**src/rtl/pipe_ctrl_pkg.sv**
```systemverilog
// rtl/pipe_ctrl_pkg.sv - shared types and constants for the pipeline sequencing controller
package pipe_ctrl_pkg;

    localparam int REG_W = 5;

    // Instruction word loaded into IF/ID when ifid_flush is asserted (addi x0,x0,0)
    localparam logic [31:0] NOP_INSN = 32'h0000_0013;

    typedef enum logic [1:0] {
        RUN      = 2'd0,
        MEM_WAIT = 2'd1,
        STACK    = 2'd2
    } ctrl_state_e;

endpackage

```
**src/rtl/pipe_ctrl_if.sv**
```systemverilog
// rtl/pipe_ctrl_if.sv - hazard status in / pipeline register controls out
interface pipe_ctrl_if;
    import pipe_ctrl_pkg::*;

    logic [REG_W-1:0] id_rs_a;
    logic [REG_W-1:0] id_rs_b;
    logic             id_rs_a_used;
    logic             id_rs_b_used;
    logic [REG_W-1:0] ex_dest;
    logic             ex_mem_read;
    logic             ex_call;
    logic             ex_ret;
    logic             ex_redirect;
    logic             mem_req;
    logic             mem_ready;
    logic             pc_en;
    logic             ifid_en;
    logic             idex_en;
    logic             exmem_en;
    logic             ifid_flush;
    logic             idex_bubble;
    logic             exmem_bubble;

    modport master (
        output id_rs_a, id_rs_b, id_rs_a_used, id_rs_b_used, ex_dest, ex_mem_read,
               ex_call, ex_ret, ex_redirect, mem_req, mem_ready,
        input  pc_en, ifid_en, idex_en, exmem_en, ifid_flush, idex_bubble, exmem_bubble
    );

    modport slave (
        input  id_rs_a, id_rs_b, id_rs_a_used, id_rs_b_used, ex_dest, ex_mem_read,
               ex_call, ex_ret, ex_redirect, mem_req, mem_ready,
        output pc_en, ifid_en, idex_en, exmem_en, ifid_flush, idex_bubble, exmem_bubble
    );

endinterface

```
**src/rtl/pipe_hazard_cmp.sv**
```systemverilog
// rtl/pipe_hazard_cmp.sv - combinational load-use hazard detector (also used by forwarding checks)
module pipe_hazard_cmp
    import pipe_ctrl_pkg::*;
(
    input  logic             ex_mem_read_i,
    input  logic [REG_W-1:0] ex_dest_i,
    input  logic [REG_W-1:0] rs_a_i,
    input  logic             rs_a_used_i,
    input  logic [REG_W-1:0] rs_b_i,
    input  logic             rs_b_used_i,
    output logic             hazard_o
);

    assign hazard_o = ex_mem_read_i && (ex_dest_i != '0) &&
                      ((rs_a_used_i && (rs_a_i == ex_dest_i)) ||
                       (rs_b_used_i && (rs_b_i == ex_dest_i)));

endmodule

```
**src/rtl/pipe_ctrl.sv**
```systemverilog
// rtl/pipe_ctrl.sv - pipeline enable/flush/bubble sequencer; PIPE_CTRL_PERF_EN adds stall/flush counters
module pipe_ctrl
    import pipe_ctrl_pkg::*;
#(
    parameter int STACK_LAT = 2,
    parameter int CNT_W     = 32
) (
    input  logic             clk,
    input  logic             rst,
    pipe_ctrl_if.slave       bus
`ifdef PIPE_CTRL_PERF_EN
    ,
    output logic [CNT_W-1:0] stall_cycles,
    output logic [CNT_W-1:0] flush_count
`endif
);

    localparam logic [3:0] STK_INIT = (STACK_LAT > 1) ? 4'(STACK_LAT - 2) : 4'd0;

    if (STACK_LAT < 1 || STACK_LAT > 15 || CNT_W < 1) begin : g_bad_param
        $error("pipe_ctrl: STACK_LAT must be 1..15 and CNT_W >= 1");
    end

    ctrl_state_e state_q, state_d;
    logic [3:0]  stk_cnt_q, stk_cnt_d;
    logic        hazard;
    logic        mem_wait;
    logic        pc_en, ifid_en, idex_en, exmem_en;
    logic        ifid_flush, idex_bubble, exmem_bubble;

    pipe_hazard_cmp u_hazard (
        .ex_mem_read_i (bus.ex_mem_read),
        .ex_dest_i     (bus.ex_dest),
        .rs_a_i        (bus.id_rs_a),
        .rs_a_used_i   (bus.id_rs_a_used),
        .rs_b_i        (bus.id_rs_b),
        .rs_b_used_i   (bus.id_rs_b_used),
        .hazard_o      (hazard)
    );

    assign mem_wait = bus.mem_req && !bus.mem_ready;

    always_ff @(posedge clk or posedge rst) begin
        if (rst) begin
            state_q   <= RUN;
            stk_cnt_q <= 4'd0;
        end else begin
            state_q   <= state_d;
            stk_cnt_q <= stk_cnt_d;
        end
    end

    always_comb begin
        state_d      = state_q;
        stk_cnt_d    = stk_cnt_q;
        pc_en        = 1'b1;
        ifid_en      = 1'b1;
        idex_en      = 1'b1;
        exmem_en     = 1'b1;
        ifid_flush   = 1'b0;
        idex_bubble  = 1'b0;
        exmem_bubble = 1'b0;

        if (mem_wait) begin
            // A stack op stalled by memory stays in STACK so its count resumes afterwards
            pc_en    = 1'b0;
            ifid_en  = 1'b0;
            idex_en  = 1'b0;
            exmem_en = 1'b0;
            if (state_q != STACK) begin
                state_d = MEM_WAIT;
            end
        end else if (state_q == STACK) begin
            if (stk_cnt_q == 4'd0) begin
                state_d = RUN;
                if (bus.ex_ret || bus.ex_redirect) begin
                    ifid_flush  = 1'b1;
                    idex_bubble = 1'b1;
                end
            end else begin
                pc_en        = 1'b0;
                ifid_en      = 1'b0;
                idex_en      = 1'b0;
                exmem_bubble = 1'b1;
                stk_cnt_d    = stk_cnt_q - 4'd1;
            end
        end else begin
            state_d = RUN;
            if ((bus.ex_call || bus.ex_ret) && (STACK_LAT > 1)) begin
                pc_en        = 1'b0;
                ifid_en      = 1'b0;
                idex_en      = 1'b0;
                exmem_bubble = 1'b1;
                stk_cnt_d    = STK_INIT;
                state_d      = STACK;
            end else if (bus.ex_redirect || bus.ex_ret) begin
                ifid_flush  = 1'b1;
                idex_bubble = 1'b1;
            end else if (hazard) begin
                pc_en       = 1'b0;
                ifid_en     = 1'b0;
                idex_bubble = 1'b1;
            end
        end

        if (rst) begin
            pc_en        = 1'b0;
            ifid_en      = 1'b0;
            idex_en      = 1'b0;
            exmem_en     = 1'b0;
            ifid_flush   = 1'b1;
            idex_bubble  = 1'b1;
            exmem_bubble = 1'b1;
        end
    end

    assign bus.pc_en        = pc_en;
    assign bus.ifid_en      = ifid_en;
    assign bus.idex_en      = idex_en;
    assign bus.exmem_en     = exmem_en;
    assign bus.ifid_flush   = ifid_flush;
    assign bus.idex_bubble  = idex_bubble;
    assign bus.exmem_bubble = exmem_bubble;

`ifdef PIPE_CTRL_PERF_EN
    logic [CNT_W-1:0] stall_q, flush_q;

    always_ff @(posedge clk or posedge rst) begin
        if (rst) begin
            stall_q <= '0;
            flush_q <= '0;
        end else begin
            if (!pc_en && (stall_q != '1)) begin
                stall_q <= stall_q + 1'b1;
            end
            if (ifid_flush && (flush_q != '1)) begin
                flush_q <= flush_q + 1'b1;
            end
        end
    end

    assign stall_cycles = stall_q;
    assign flush_count  = flush_q;
`endif

endmodule

```
**src/flat_wrapper.sv**
```systemverilog
// flat-port wrapper written by rule: the top's interface ports become plain ports
module pipe_ctrl_flat import pipe_ctrl_pkg::*;
#(
    parameter int STACK_LAT = 2,
    parameter int CNT_W     = 32
)
  (clk, rst, bus_id_rs_a, bus_id_rs_b, bus_id_rs_a_used, bus_id_rs_b_used, bus_ex_dest, bus_ex_mem_read, bus_ex_call, bus_ex_ret, bus_ex_redirect, bus_mem_req, bus_mem_ready, bus_pc_en, bus_ifid_en, bus_idex_en, bus_exmem_en, bus_ifid_flush, bus_idex_bubble, bus_exmem_bubble);
  pipe_ctrl_if bus_i ();
  input  logic clk;
  input  logic rst;
  input wire logic [$bits(bus_i.id_rs_a)-1:0] bus_id_rs_a;
  input wire logic [$bits(bus_i.id_rs_b)-1:0] bus_id_rs_b;
  input wire logic [$bits(bus_i.id_rs_a_used)-1:0] bus_id_rs_a_used;
  input wire logic [$bits(bus_i.id_rs_b_used)-1:0] bus_id_rs_b_used;
  input wire logic [$bits(bus_i.ex_dest)-1:0] bus_ex_dest;
  input wire logic [$bits(bus_i.ex_mem_read)-1:0] bus_ex_mem_read;
  input wire logic [$bits(bus_i.ex_call)-1:0] bus_ex_call;
  input wire logic [$bits(bus_i.ex_ret)-1:0] bus_ex_ret;
  input wire logic [$bits(bus_i.ex_redirect)-1:0] bus_ex_redirect;
  input wire logic [$bits(bus_i.mem_req)-1:0] bus_mem_req;
  input wire logic [$bits(bus_i.mem_ready)-1:0] bus_mem_ready;
  output wire logic [$bits(bus_i.pc_en)-1:0] bus_pc_en;
  output wire logic [$bits(bus_i.ifid_en)-1:0] bus_ifid_en;
  output wire logic [$bits(bus_i.idex_en)-1:0] bus_idex_en;
  output wire logic [$bits(bus_i.exmem_en)-1:0] bus_exmem_en;
  output wire logic [$bits(bus_i.ifid_flush)-1:0] bus_ifid_flush;
  output wire logic [$bits(bus_i.idex_bubble)-1:0] bus_idex_bubble;
  output wire logic [$bits(bus_i.exmem_bubble)-1:0] bus_exmem_bubble;
  assign bus_i.id_rs_a = bus_id_rs_a;
  assign bus_i.id_rs_b = bus_id_rs_b;
  assign bus_i.id_rs_a_used = bus_id_rs_a_used;
  assign bus_i.id_rs_b_used = bus_id_rs_b_used;
  assign bus_i.ex_dest = bus_ex_dest;
  assign bus_i.ex_mem_read = bus_ex_mem_read;
  assign bus_i.ex_call = bus_ex_call;
  assign bus_i.ex_ret = bus_ex_ret;
  assign bus_i.ex_redirect = bus_ex_redirect;
  assign bus_i.mem_req = bus_mem_req;
  assign bus_i.mem_ready = bus_mem_ready;
  assign bus_pc_en = bus_i.pc_en;
  assign bus_ifid_en = bus_i.ifid_en;
  assign bus_idex_en = bus_i.idex_en;
  assign bus_exmem_en = bus_i.exmem_en;
  assign bus_ifid_flush = bus_i.ifid_flush;
  assign bus_idex_bubble = bus_i.idex_bubble;
  assign bus_exmem_bubble = bus_i.exmem_bubble;
  pipe_ctrl #(.STACK_LAT(STACK_LAT), .CNT_W(CNT_W)) u_core (.clk(clk), .rst(rst), .bus(bus_i));
endmodule
```
**config.mk**
```make
export PLATFORM = sky130hd
export DESIGN_NAME = pipe_ctrl_flat
export DESIGN_NICKNAME = d
export VERILOG_FILES = /design/src/rtl/pipe_ctrl_pkg.sv /design/src/rtl/pipe_ctrl_if.sv /design/src/rtl/pipe_hazard_cmp.sv /design/src/rtl/pipe_ctrl.sv /design/src/flat_wrapper.sv
export SDC_FILE = /design/constraint.sdc
export NUM_CORES = 1
export LEC_CHECK = 0
export CORE_MARGIN = 2
export CORE_UTILIZATION = 33
export DETAILED_ROUTE_END_ITERATION = 7
export PLACE_DENSITY = 0.75
export SKIP_LAST_GASP = 1
export SYNTH_ARGS = -nofsm -noshare
export SYNTH_HDL_FRONTEND = slang
export SYNTH_HIERARCHICAL = 1
export SYNTH_SLANG_ARGS = --single-unit
```
**constraint.sdc**
```tcl
create_clock -name clk -period 1.6 [get_ports clk]
set_clock_uncertainty 0.05 [all_clocks]
set_input_delay 0.24 -clock clk [delete_from_list [all_inputs] [get_ports clk]]
set_output_delay 0.24 -clock clk [all_outputs]
set_load 0.01 [all_outputs]
```
==> flow_summary.ini <==
[pwr]
pwr-share-comb_pct = 48.2
power.density_nw_per_um2 = 542
ir_worst_vdd_v = 0.000374
seqPwrFrac_pct = 27.1
p_sw_w = 0.000188
p_clk_share_pct = 24.7
p_leak_nw = 0.508
switching_share_pct = 31.5
internal-power_w = 0.000409

[placement]
port_buffers = 31
pre_cts_ws_ns = -0.983
hpwl_mm = 1.48
gp_congestion = 0.787
place_area_um2 = 1040

[grt]
grt_pass1_wl_mm = 3.09
grt_pass1_vias = 710
grt_usage_pct = 21.9
grt_overflow = 0
antenna_found_initial = 0
grt_start_max_net_pins = 7

[cts]
cts-root-buf = clkbuf_4
clock_path_buffers = 2
clk_latency_ns = 0.25
hold_buffers = 0
path_clk_slew_ns = 0.05
htree_levels = 1
cts_sinks = 6
numCtsBuffers = 3
cts_tree = yes

[drt]
wl_mm = 1.96
viasPerCell = 5.02
drc = 0
dr.pass1.iters = 4
wl_per_cell_um = 14.1
via_count = 698
drt_iter0_drc = 14
ant_nets = 0

[flow_run]
max_cap_viol_count = 0

[synthesis]
synth_top_area_share_pct = 26.8
synth_seq_cells = 6
synth_seq_area_share_pct = 26.8
synth_area_um2 = 559
postSynthAreaPerCell_um2 = 8.60
synth-edff-count = 0
ys_async_sr_fraction_pct = 100
synth_nets = 92
synthTopCellsByArea = dfrtp_1, xor2_1, o21ai_0, ha_1, nand2b_1
synth_area_leader_cell = dfrtp_1
yosys_warnings = 6
netlist_instances = 65
synth_flop_cell = dfrtp_1
ys_types = 29

[timing]
rsz0062_at_grt = yes
min_period_over_period_pct = 134
final.setup.worst_slack_ns = -0.539
worst_pin_slew_ns = 0.506
maxSlewViolCount = 0
relSlewSlack_pct = 66.0
fin_crit_ns = 2.14
setup_violations = 7
hold_viol = 0
fmax_mhz = 467

[die]
die_w_um = 45.2
die_area_um2 = 2040
core_area_um2 = 1540
num_rows = 14
ios = 32
chipHeight_um = 45.2
start_util_pct = 36.3

[worst_setup_path]
worstPathRequired_ns = 1.31
path_class = in2out
cp_max_fo = 2
end_kind = primary output
cp.arrival_ns = 1.85
startpoint_type = input port

[layout]
nets = 152
antennaDiodeCount = 0
post-route-util_pct = 71.4
final_area_um2 = 1100
drive_gt1_share_pct = 42.3
final_cell_mix = buf_4, clkdlybuf4s50_1, xor2_1, buf_2
final_common_cell = buf_4
area_growth_pct = 96.9

[run_status]
status = finished, violations left
violations = setup timing

[hold_path]
min_path_type = in2async
==> timing repair <==
item | 4_1_cts | 5_1_grt
gates resized for setup | 42 | 4
buffers inserted | 3 | 2
endpoints found under the setup margin | 7 | 10
pin swaps | 4 | 6
endpoints found under the hold margin | 0 | 0
==> layer usage <==
metal	vias up	track usage, %	share of wire [%]
li1	350	-	-
met4	0	10.6	2.0
met2	22	34.9	50
met1	322	27.0	44
met3	4	6.00	3.8
met5	-	0	0
==> synthesized netlist by cell type, types with 2 or more instances <==
| cell type | number |
|---|---|
| a21oi_1 | 2 |
| dfrtp_1 | 6 |
| ha_1 | 2 |
| inv_1 | 3 |
| nand2b_1 | 4 |
| nand3_1 | 3 |
| nor2_1 | 4 |
| nor3_1 | 2 |
| o21ai_0 | 10 |
| o31ai_1 | 2 |
| xnor2_1 | 2 |
| xor2_1 | 8 |
==> state kept, by name (all words and copies together) (netlist names) <==
signal	cells
u_core/state_q	2
u_core/stk_cnt_q	4
==> worst max-delay path, stage by stage <==
cell             delay, ns
clkdlybuf4s50_1       0.41
xor2_1                0.14
nor4_1                0.31
nand3_1               0.14
a21oi_2               0.17
nand2b_1              0.11
a21oi_4               0.13
nor3_2                0.05
buf_2                 0.14
==> logic make-up (layout without fill, tap and decap cells) <==
kind of cell,count (synthesis),count (layout),synth area share [%]
XOR/XNOR,10,10,15.7
flip-flops,6,6,26.8
AND/OR/NAND/NOR,23,23,27.3
adder cells (fa/ha/maj),2,2,4.47
buffers and inverters,4,62,3.36
AO/OA/AOI/OAI,20,20,22.4
==> metrics by stage <==
step / total power (W) / std cells / hold WS [ns] / setup TNS (ns)
3_3_place_gp: 0.000417 / 131 / 0.536 / -4.95
5_1_grt: 0.000633 / 139 / 0.390 / -3.86
6_report: 0.000597 / 139 / 0.379 / -3.16
2_1_floorplan: 0.000262 / 65 / 0.00278 / -0.673
3_5_place_dp: 0.000421 / 131 / 0.547 / -5.05
4_1_cts: 0.000579 / 137 / 0.377 / -3.05
==> power by group through the flow <==
stage               Clock [W]  Combinational [W]  Sequential (W)
finish               0.000148           0.000288        0.000161
global route         0.000164           0.000307        0.000162
floorplan                   0          0.0000988        0.000163
global placement            0           0.000253        0.000163
detailed placement          0           0.000257        0.000164
CTS                  0.000154           0.000264        0.000161
==> layout make-up <==
type                    count  area (um^2)
repair buffers             56          462
clock buffers               3         22.5
inverters                   3         11.3
flip-flops and latches      6          150
fillers                   124          440
well taps                  16         20.0
multi-input cells          55          435
==> worst paths after layout <==
kind,start,to,slack (ns),cells past startpoint
worst min register to register,u_core/stk_cnt_q[1],u_core/stk_cnt_q[1],0.57,2
worst max register to register,u_core/stk_cnt_q[0],u_core/stk_cnt_q[1],-0.11,8
max in group asynchronous,rst,u_core/state_q[0],1.00,3
worst max-delay path,bus_id_rs_b[1],bus_pc_en,-0.54,9
worst min-delay path,rst,u_core/stk_cnt_q[0],0.38,3
min in group clk,u_core/stk_cnt_q[1],u_core/stk_cnt_q[1],0.57,2
(Power assumes the default switching activity.)
